--- config.mk ---
export PLATFORM = sky130hd
export DESIGN_NAME = result_queue_arbiter_flat
export DESIGN_NICKNAME = d
export VERILOG_FILES = /design/src/rtl/result_queue_arbiter_if.sv /design/src/rtl/result_queue_arbiter.sv /design/src/flat_wrapper.sv
export SDC_FILE = /design/constraint.sdc
export NUM_CORES = 1
export LEC_CHECK = 0
export ABC_AREA = 0
export CAP_MARGIN = 20
export CORE_AREA = 3 3 234 236
export CTS_CLUSTER_SIZE = 28
export DETAILED_ROUTE_END_ITERATION = 8
export DIE_AREA = 0 0 237 239
export PLACE_DENSITY = 0.45
export SLEW_MARGIN = 10
export SYNTH_ARGS = -nofsm -noshare
export SYNTH_HDL_FRONTEND = slang
export SYNTH_SLANG_ARGS = --single-unit
--- constraint.sdc ---
create_clock -name clk -period 8.4 [get_ports clk]
set_input_delay 1.26 -clock clk [delete_from_list [all_inputs] [get_ports clk]]
set_output_delay 1.26 -clock clk [all_outputs]
set_load 0.01 [all_outputs]
--- src/rtl/result_queue_arbiter_if.sv ---
`default_nettype none
// ============================================================================
// Module      : result_queue_arbiter_if
// Description : Search-unit request / result-queue write bundle for the
//               result queue arbiter.
// Revision    : 1.0 - initial release
// ============================================================================
interface result_queue_arbiter_if #(
    parameter int NUM_REQ = 16,
    parameter int KEY_W   = 32
);
    logic                     stop;
    logic [NUM_REQ-1:0]       writeReq;
    logic [NUM_REQ*KEY_W-1:0] keyIn;
    logic                     Qfull;
    logic                     enableQ;
    logic [KEY_W-1:0]         dataToQ;
    logic [4:0]               writeQen;
    logic [NUM_REQ-1:0]       writeSucceeded;
    logic                     incrPC;
    logic [15:0]              stallCount;

    // Requester / queue side
    modport master (
        output stop, writeReq, keyIn, Qfull,
        input  enableQ, dataToQ, writeQen, writeSucceeded, incrPC, stallCount
    );

    // Arbiter side
    modport slave (
        input  stop, writeReq, keyIn, Qfull,
        output enableQ, dataToQ, writeQen, writeSucceeded, incrPC, stallCount
    );
endinterface
`default_nettype wire

--- src/rtl/result_queue_arbiter.sv ---
`default_nettype none
// ============================================================================
// Module      : result_queue_arbiter
// Description : Round-robin arbiter writing one search-unit key per cycle into
//               the found-key result queue. Optional macro ARB_STALL_CNT_EN
//               builds a saturating blocked-cycle counter.
// Revision    : 1.0 - initial release
// ============================================================================
module result_queue_arbiter #(
    parameter int NUM_REQ = 16,
    parameter int KEY_W   = 32
) (
    input  wire                          clk,
    input  wire                          rst,
    result_queue_arbiter_if.slave        bus
);
    localparam int IDX_W = (NUM_REQ > 1) ? $clog2(NUM_REQ) : 1;
    localparam logic [IDX_W-1:0] c_PTR_RST = IDX_W'(NUM_REQ - 1);

    logic [IDX_W-1:0]   r_ptr;
    logic [NUM_REQ-1:0] r_mask;
    logic               r_enq;
    logic [KEY_W-1:0]   r_data;
    logic [4:0]         r_qen;
    logic [NUM_REQ-1:0] r_ack;
    logic               r_incr;

    logic [NUM_REQ-1:0] w_elig;
    logic               w_found;
    logic [IDX_W-1:0]   w_win;
    logic               w_grant;
    logic [NUM_REQ-1:0] w_onehot;

    assign w_elig = bus.writeReq & ~r_mask;

    // Scan upward from ptr+1; offset NUM_REQ wraps back to ptr itself.
    always_comb begin
        w_found = 1'b0;
        w_win   = '0;
        for (int k = 1; k <= NUM_REQ; k++) begin
            logic [IDX_W-1:0] idx;
            idx = r_ptr + IDX_W'(k);
            if (!w_found && w_elig[idx]) begin
                w_found = 1'b1;
                w_win   = idx;
            end
        end
    end

    assign w_grant  = !bus.stop && !bus.Qfull && w_found;
    assign w_onehot = NUM_REQ'(1) << w_win;

    always_ff @(posedge clk) begin
        if (rst) begin
            r_ptr  <= c_PTR_RST;
            r_mask <= '0;
            r_enq  <= 1'b0;
            r_data <= '0;
            r_qen  <= '0;
            r_ack  <= '0;
            r_incr <= 1'b0;
        end else begin
            if (bus.stop) begin
                r_ptr <= c_PTR_RST;
            end else if (w_grant) begin
                r_ptr <= w_win;
            end
            if (w_grant) begin
                r_mask <= w_onehot;
                r_enq  <= 1'b1;
                r_data <= bus.keyIn[w_win*KEY_W +: KEY_W];
                r_qen  <= {1'b1, 4'(w_win)};
                r_ack  <= w_onehot;
                r_incr <= 1'b1;
            end else begin
                r_mask <= '0;
                r_enq  <= 1'b0;
                r_qen  <= '0;
                r_ack  <= '0;
                r_incr <= 1'b0;
            end
        end
    end

    assign bus.enableQ        = r_enq;
    assign bus.dataToQ        = r_data;
    assign bus.writeQen       = r_qen;
    assign bus.writeSucceeded = r_ack;
    assign bus.incrPC         = r_incr;

`ifdef ARB_STALL_CNT_EN
    logic [15:0] r_stall;

    // Counts cycles a request is blocked purely by queue back-pressure.
    always_ff @(posedge clk) begin
        if (rst) begin
            r_stall <= '0;
        end else if ((|bus.writeReq) && !bus.stop && bus.Qfull && (r_stall != 16'hFFFF)) begin
            r_stall <= r_stall + 16'd1;
        end
    end

    assign bus.stallCount = r_stall;
`else
    assign bus.stallCount = 16'h0000;
`endif
endmodule
`default_nettype wire

--- src/flat_wrapper.sv ---
// flat-port wrapper written by rule: the top's interface ports become plain ports
module result_queue_arbiter_flat 
#(
    parameter int NUM_REQ = 16,
    parameter int KEY_W   = 32
)
  (clk, rst, bus_stop, bus_writeReq, bus_keyIn, bus_Qfull, bus_enableQ, bus_dataToQ, bus_writeQen, bus_writeSucceeded, bus_incrPC, bus_stallCount);
  result_queue_arbiter_if #(.NUM_REQ(NUM_REQ), .KEY_W(KEY_W)) bus_i ();
  input  wire clk;
  input  wire rst;
  input wire logic [$bits(bus_i.stop)-1:0] bus_stop;
  input wire logic [$bits(bus_i.writeReq)-1:0] bus_writeReq;
  input wire logic [$bits(bus_i.keyIn)-1:0] bus_keyIn;
  input wire logic [$bits(bus_i.Qfull)-1:0] bus_Qfull;
  output wire logic [$bits(bus_i.enableQ)-1:0] bus_enableQ;
  output wire logic [$bits(bus_i.dataToQ)-1:0] bus_dataToQ;
  output wire logic [$bits(bus_i.writeQen)-1:0] bus_writeQen;
  output wire logic [$bits(bus_i.writeSucceeded)-1:0] bus_writeSucceeded;
  output wire logic [$bits(bus_i.incrPC)-1:0] bus_incrPC;
  output wire logic [$bits(bus_i.stallCount)-1:0] bus_stallCount;
  assign bus_i.stop = bus_stop;
  assign bus_i.writeReq = bus_writeReq;
  assign bus_i.keyIn = bus_keyIn;
  assign bus_i.Qfull = bus_Qfull;
  assign bus_enableQ = bus_i.enableQ;
  assign bus_dataToQ = bus_i.dataToQ;
  assign bus_writeQen = bus_i.writeQen;
  assign bus_writeSucceeded = bus_i.writeSucceeded;
  assign bus_incrPC = bus_i.incrPC;
  assign bus_stallCount = bus_i.stallCount;
  result_queue_arbiter #(.NUM_REQ(NUM_REQ), .KEY_W(KEY_W)) u_core (.clk(clk), .rst(rst), .bus(bus_i));
endmodule
==> metrics.log <==
[metrics] sort of element at the start of the critical path: primary input
[metrics] vias in the first global route: about 15000
[metrics] setup_tns: 0 ps
[metrics] FF-to-FF setup slack: between 2000 and 2500 ps
[metrics] fraction of synthesized area in multiplexers: 0.127
[metrics] worst-path maximum fanout: 30
[metrics] Crit path max-delay family: simple AND/OR/NAND/NOR gates
[metrics] classification of the worst-slack hold path: reg2reg
[metrics] total non-filler cell area in the finished layout: 0.0173 mm²
[metrics] pin slew with the least headroom to its limit: between 900 and 1000 ps
[metrics] synth-to-layout area growth: 65.1%
[metrics] cts bufs inserted: 9
[metrics] portion of the post-synthesis area used by sequential elements: 0.109
[metrics] final HPWL from detailed placement: about 64000 µm
[metrics] nets: approximately 2500
[metrics] root buffer cell: sky130_fd_sc_hd__clkbuf_16
[metrics] DRC violation count after routing: 0
[metrics] xor and xnor area share after synthesis: 0.0130
[metrics] Pre-Repair DR Iteration Count: 6
[metrics] drt via density: between 5 and 6
[metrics] fraction of layout cells with a size suffix above 1: 0.0951
[metrics] worst path buffer plus inverter count: 3
[metrics] number of distinct library cell variants in the gate-level netlist after synthesis: 93
[metrics] count of maximum capacitance violations: 0
[metrics] cell-by-cell listing of the critical path: clkdlybuf4s50_1 > and4b_1 > nor4_1 > mux4_2 > o2111a_1 > nand3_1 > o22a_1 > o211ai_2 > nand3_1 > nand3_4 > buf_4 > a211oi_1 > a2111oi_0 > buf_4 > o211ai_1
[metrics] Fmax: approximately 150 MHz
[metrics] CTS tree: done
[metrics] number of vias in the routed layout: 15000
[metrics] CP max-delay cell: sky130_fd_sc_hd__nor4_1
[metrics] die area: 0.0566 mm²
[metrics] antenna violations before repair: 26
[metrics] Post-Route Skew: around 13 ps
[metrics] Total Routing Usage GR: 0.270
[metrics] leakage power: roughly 5.9 nW
[metrics] Max clock buf depth: 2
[metrics] worst reg2reg path depth: 17
[metrics] total power: 5.61 mW
[metrics] total global routing overflow: 0
[metrics] slowest stage delay, CP: approximately 790 ps
[metrics] worst setup path startpoint: bus_writeReq[15]
[metrics] share of synthesized cell area in full adder, half adder and majority cells: 0.00835
[metrics] number of DRC violations after detailed-routing iteration 0: between 1000 and 1500
[metrics] overall routed net length: a little over 80000 µm
[metrics] origin of the worst min-delay path: u_core.bus.dataToQ[16]$_SDFFE_PP0P_
[metrics] pin count of the biggest net entering global routing: roughly 200
[metrics] vertical die dimension: between 200 and 250 µm
[metrics] Post-synth EDFFs: 0
[metrics] syn avg cell area: approximately 6.9 µm²
[metrics] CTS H-Tree Depth: 3
[metrics] Tmin final: 6490 ps
[metrics] detail-routed net length per standard cell: 29.8 µm
[metrics] startpoint of the worst register-to-register path: u_core.r_ptr[1]$_SDFFE_PP1P_
[metrics] setup repair after global routing missed its margin: no
[metrics] power density over the cells: 324 mW/mm²
[metrics] cell area reported after detailed placement: 0.0170 mm²
[metrics] Site Rows: 84
[metrics] number of placed I/O pins: between 600 and 700
[metrics] number of hold-repair buffers added at the cts stage: 0
[metrics] first-pass GRT wire length: 112000 µm
[metrics] placement-stage worst setup slack: ~1700 ps
[metrics] number of buffers added for setup after CTS: 0
[metrics] count of instances resized after the clock tree is built: 0
[metrics] post-synthesis instance area: about 0.010 mm²
[metrics] hold-critical path depth: 2
[metrics] ys async rst share: 0
[metrics] post-synthesis compound-gate area fraction: 0.397
[metrics] clk sink count: 57
[metrics] CP Data Arrival Time: slightly below 7000 ps
[metrics] endpoint type of the worst setup path: flip-flop
[metrics] clock slew seen by the registers of the worst setup and hold paths: ~60 ps
[metrics] core region area: roughly 0.053 mm²
[metrics] final hold viol count: 0
[metrics] dominant combinational cell family by area after synthesis: compound AO/OA/AOI/OAI gates
[metrics] max-slew violation count: 0
[metrics] global placer's final weighted congestion: 0.942
[metrics] horizontal die dimension: approximately 240 µm
[metrics] start-to-end type of the worst setup path: in2reg
[metrics] buffers added on ports: 586
[metrics] endpoint required time on the critical path: slightly below 9000 ps
[metrics] run status: finished clean
[metrics] Crit path depth: 15
[metrics] final-layout worst hold slack: 473 ps
[metrics] Final WS setup: 1910 ps
[metrics] Main synth FF type: sky130_fd_sc_hd__dfxtp_1
[metrics] simple-gate portion of the synthesized area: 0.245
[metrics] Skew-Pair Late Insertion Delay: 370 ps
[metrics] Slew Limit Headroom: 0.351
[metrics] worst vdd rail ir drop: around 0.30 mV
[metrics] Final Setup Violations: 0
[metrics] count of synthesis-stage warnings from yosys: 0
[metrics] Seq cells post-synth: between 50 and 60
[metrics] initial standard-cell utilization of the core: 0.199
[metrics] antenna-violating nets left: 0
[metrics] Cells after Synth: approximately 1500
[metrics] period utilization: 0.773
[state kept, by name, summed over array words and instances (netlist names)]
signal / flops
u_core.r_mask: 16
u_core.bus.enableQ: 1
u_core.r_ptr: 4
u_core.bus.writeQen: 4
u_core.bus.dataToQ: 32
[layout make-up]
type | count | area (µm²)
fillers | 5681 | 35300
diodes | 14 | 35.0
clock buffers | 14 | 274
well taps | 688 | 861
clock inverters | 2 | 35.0
repair buffers | 648 | 6450
inverters | 22 | 82.6
flip-flops and latches | 57 | 1140
multi-input cells | 1255 | 8440
[cells in the mapped netlist (5+ instances only)]
| cell type | count | area (µm²) |
|---|---|---|
| sky130_fd_sc_hd__o211ai_1 | 39 | 293 |
| sky130_fd_sc_hd__mux2_1 | 12 | 135 |
| sky130_fd_sc_hd__clkbuf_1 | 80 | 300 |
| sky130_fd_sc_hd__ha_1 | 7 | 87.6 |
| sky130_fd_sc_hd__nor4_1 | 6 | 37.5 |
| sky130_fd_sc_hd__o41ai_2 | 6 | 97.6 |
| sky130_fd_sc_hd__buf_6 | 11 | 124 |
| sky130_fd_sc_hd__buf_4 | 31 | 233 |
| sky130_fd_sc_hd__mux4_2 | 25 | 563 |
| sky130_fd_sc_hd__o21ai_1 | 13 | 65.1 |
| sky130_fd_sc_hd__and2_1 | 5 | 31.3 |
| sky130_fd_sc_hd__dfxtp_1 | 57 | 1140 |
| sky130_fd_sc_hd__nand3b_1 | 8 | 60.1 |
| sky130_fd_sc_hd__buf_2 | 49 | 245 |
| sky130_fd_sc_hd__nor3b_1 | 7 | 52.6 |
| sky130_fd_sc_hd__mux2_2 | 34 | 383 |
| sky130_fd_sc_hd__nor4b_1 | 6 | 52.6 |
| sky130_fd_sc_hd__nor2_1 | 38 | 143 |
| sky130_fd_sc_hd__nor2b_1 | 15 | 93.8 |
| sky130_fd_sc_hd__a32oi_1 | 6 | 52.6 |
| sky130_fd_sc_hd__a2111oi_2 | 6 | 90.1 |
| sky130_fd_sc_hd__o211ai_2 | 7 | 87.6 |
| sky130_fd_sc_hd__and4_1 | 7 | 61.3 |
| sky130_fd_sc_hd__or4_1 | 7 | 52.6 |
| sky130_fd_sc_hd__o41ai_1 | 24 | 210 |
| sky130_fd_sc_hd__and3_1 | 9 | 56.3 |
| sky130_fd_sc_hd__nor3_1 | 10 | 50.1 |
| sky130_fd_sc_hd__nand2b_1 | 19 | 119 |
| sky130_fd_sc_hd__o21ai_0 | 221 | 1110 |
| sky130_fd_sc_hd__nand3_1 | 231 | 1160 |
| sky130_fd_sc_hd__a21oi_1 | 163 | 816 |
| sky130_fd_sc_hd__o22ai_1 | 13 | 81.3 |
| sky130_fd_sc_hd__buf_1 | 19 | 71.3 |
| sky130_fd_sc_hd__nor4bb_1 | 10 | 100 |
| sky130_fd_sc_hd__o2111ai_1 | 6 | 52.6 |
| sky130_fd_sc_hd__mux2i_1 | 21 | 210 |
| sky130_fd_sc_hd__xnor2_1 | 8 | 70.1 |
| sky130_fd_sc_hd__inv_1 | 19 | 71.3 |
| sky130_fd_sc_hd__a2111oi_0 | 26 | 228 |
| sky130_fd_sc_hd__nand2_1 | 69 | 259 |
| sky130_fd_sc_hd__a31oi_1 | 8 | 50.1 |
| sky130_fd_sc_hd__a211oi_1 | 63 | 473 |
| sky130_fd_sc_hd__a21o_1 | 6 | 45.0 |
| sky130_fd_sc_hd__and4b_1 | 6 | 60.1 |
[through the flow]
step / utilization / std cells
floorplan: - / 1525
global placement: 0.322 / 2669
detailed placement: 0.322 / 2669
CTS: 0.328 / 2685
global route: 0.329 / 2697
finish: 0.329 / 2700
[worst reg2reg max path: cells and delay by family (launching register included)]
| family | cells | cell delay [ps] |
|---|---|---|
| AND/OR/NAND/NOR | 7 | 2400 |
| buffers and inverters | 4 | 1210 |
| flip-flops | 1 | 340 |
| adder cells (fa/ha/maj) | 1 | 560 |
| AO/OA/AOI/OAI | 5 | 1560 |
[final timing paths]
check	endpoint
setup / recovery	u_core.bus.dataToQ[13]$_SDFFE_PP0P_
hold / removal	u_core.bus.dataToQ[16]$_SDFFE_PP0P_
setup reg to reg	u_core.bus.dataToQ[6]$_SDFFE_PP0P_
hold reg to reg	u_core.bus.dataToQ[16]$_SDFFE_PP0P_
[cell usage in the layout (no fill, tap or decap), types with 8 or more instances in the layout]
cell	synthesis	final
sky130_fd_sc_hd__clkbuf_16	0	9
sky130_fd_sc_hd__a2111oi_0	26	26
sky130_fd_sc_hd__inv_1	19	19
sky130_fd_sc_hd__a211oi_1	63	63
sky130_fd_sc_hd__nor3_1	10	10
sky130_fd_sc_hd__nand3b_1	8	8
sky130_fd_sc_hd__o41ai_1	24	24
sky130_fd_sc_hd__diode_2	0	14
sky130_fd_sc_hd__conb_1	1	16
sky130_fd_sc_hd__a31oi_1	8	8
sky130_fd_sc_hd__nor2b_1	15	15
sky130_fd_sc_hd__mux2_1	12	12
sky130_fd_sc_hd__nand2_1	69	68
sky130_fd_sc_hd__a21oi_1	163	163
sky130_fd_sc_hd__mux2i_1	21	21
sky130_fd_sc_hd__nand3_1	231	231
sky130_fd_sc_hd__mux2_2	34	34
sky130_fd_sc_hd__buf_12	0	9
sky130_fd_sc_hd__o22ai_1	13	13
sky130_fd_sc_hd__and3_1	9	9
sky130_fd_sc_hd__dfxtp_1	57	56
sky130_fd_sc_hd__clkdlybuf4s50_1	0	586
sky130_fd_sc_hd__o211ai_1	39	39
sky130_fd_sc_hd__mux4_2	25	25
sky130_fd_sc_hd__nor2_1	38	36
sky130_fd_sc_hd__o21ai_1	13	11
sky130_fd_sc_hd__nor4bb_1	10	10
sky130_fd_sc_hd__xnor2_1	8	8
sky130_fd_sc_hd__o21ai_0	221	221
sky130_fd_sc_hd__buf_4	31	52
sky130_fd_sc_hd__nand2b_1	19	18
[layer usage]
metal | part of all wire | up-vias | track usage
li1 | - | 6817 | -
met1 | 0.40 | 7414 | 0.330
met2 | 0.51 | 703 | 0.480
met3 | 0.066 | 83 | 0.0498
met4 | 0.027 | 12 | 0.0790
met5 | 0.0011 | - | 0
[where the power goes]
| part | internal [mW] | switching (mW) |
|---|---|---|
| Clock | 0.254 | 0.167 |
| Sequential | 0.363 | 0.0761 |
| Combinational | 1.69 | 3.06 |
[kinds of logic after synthesis]
group           after synthesis
compound gates              653
xor+xnor                     13
fa+ha+maj                     7
buf+inv                     213
flops                        57
mux                          94
other cells                   1
simple gates                472
Power figures use the tool's default switching activity.
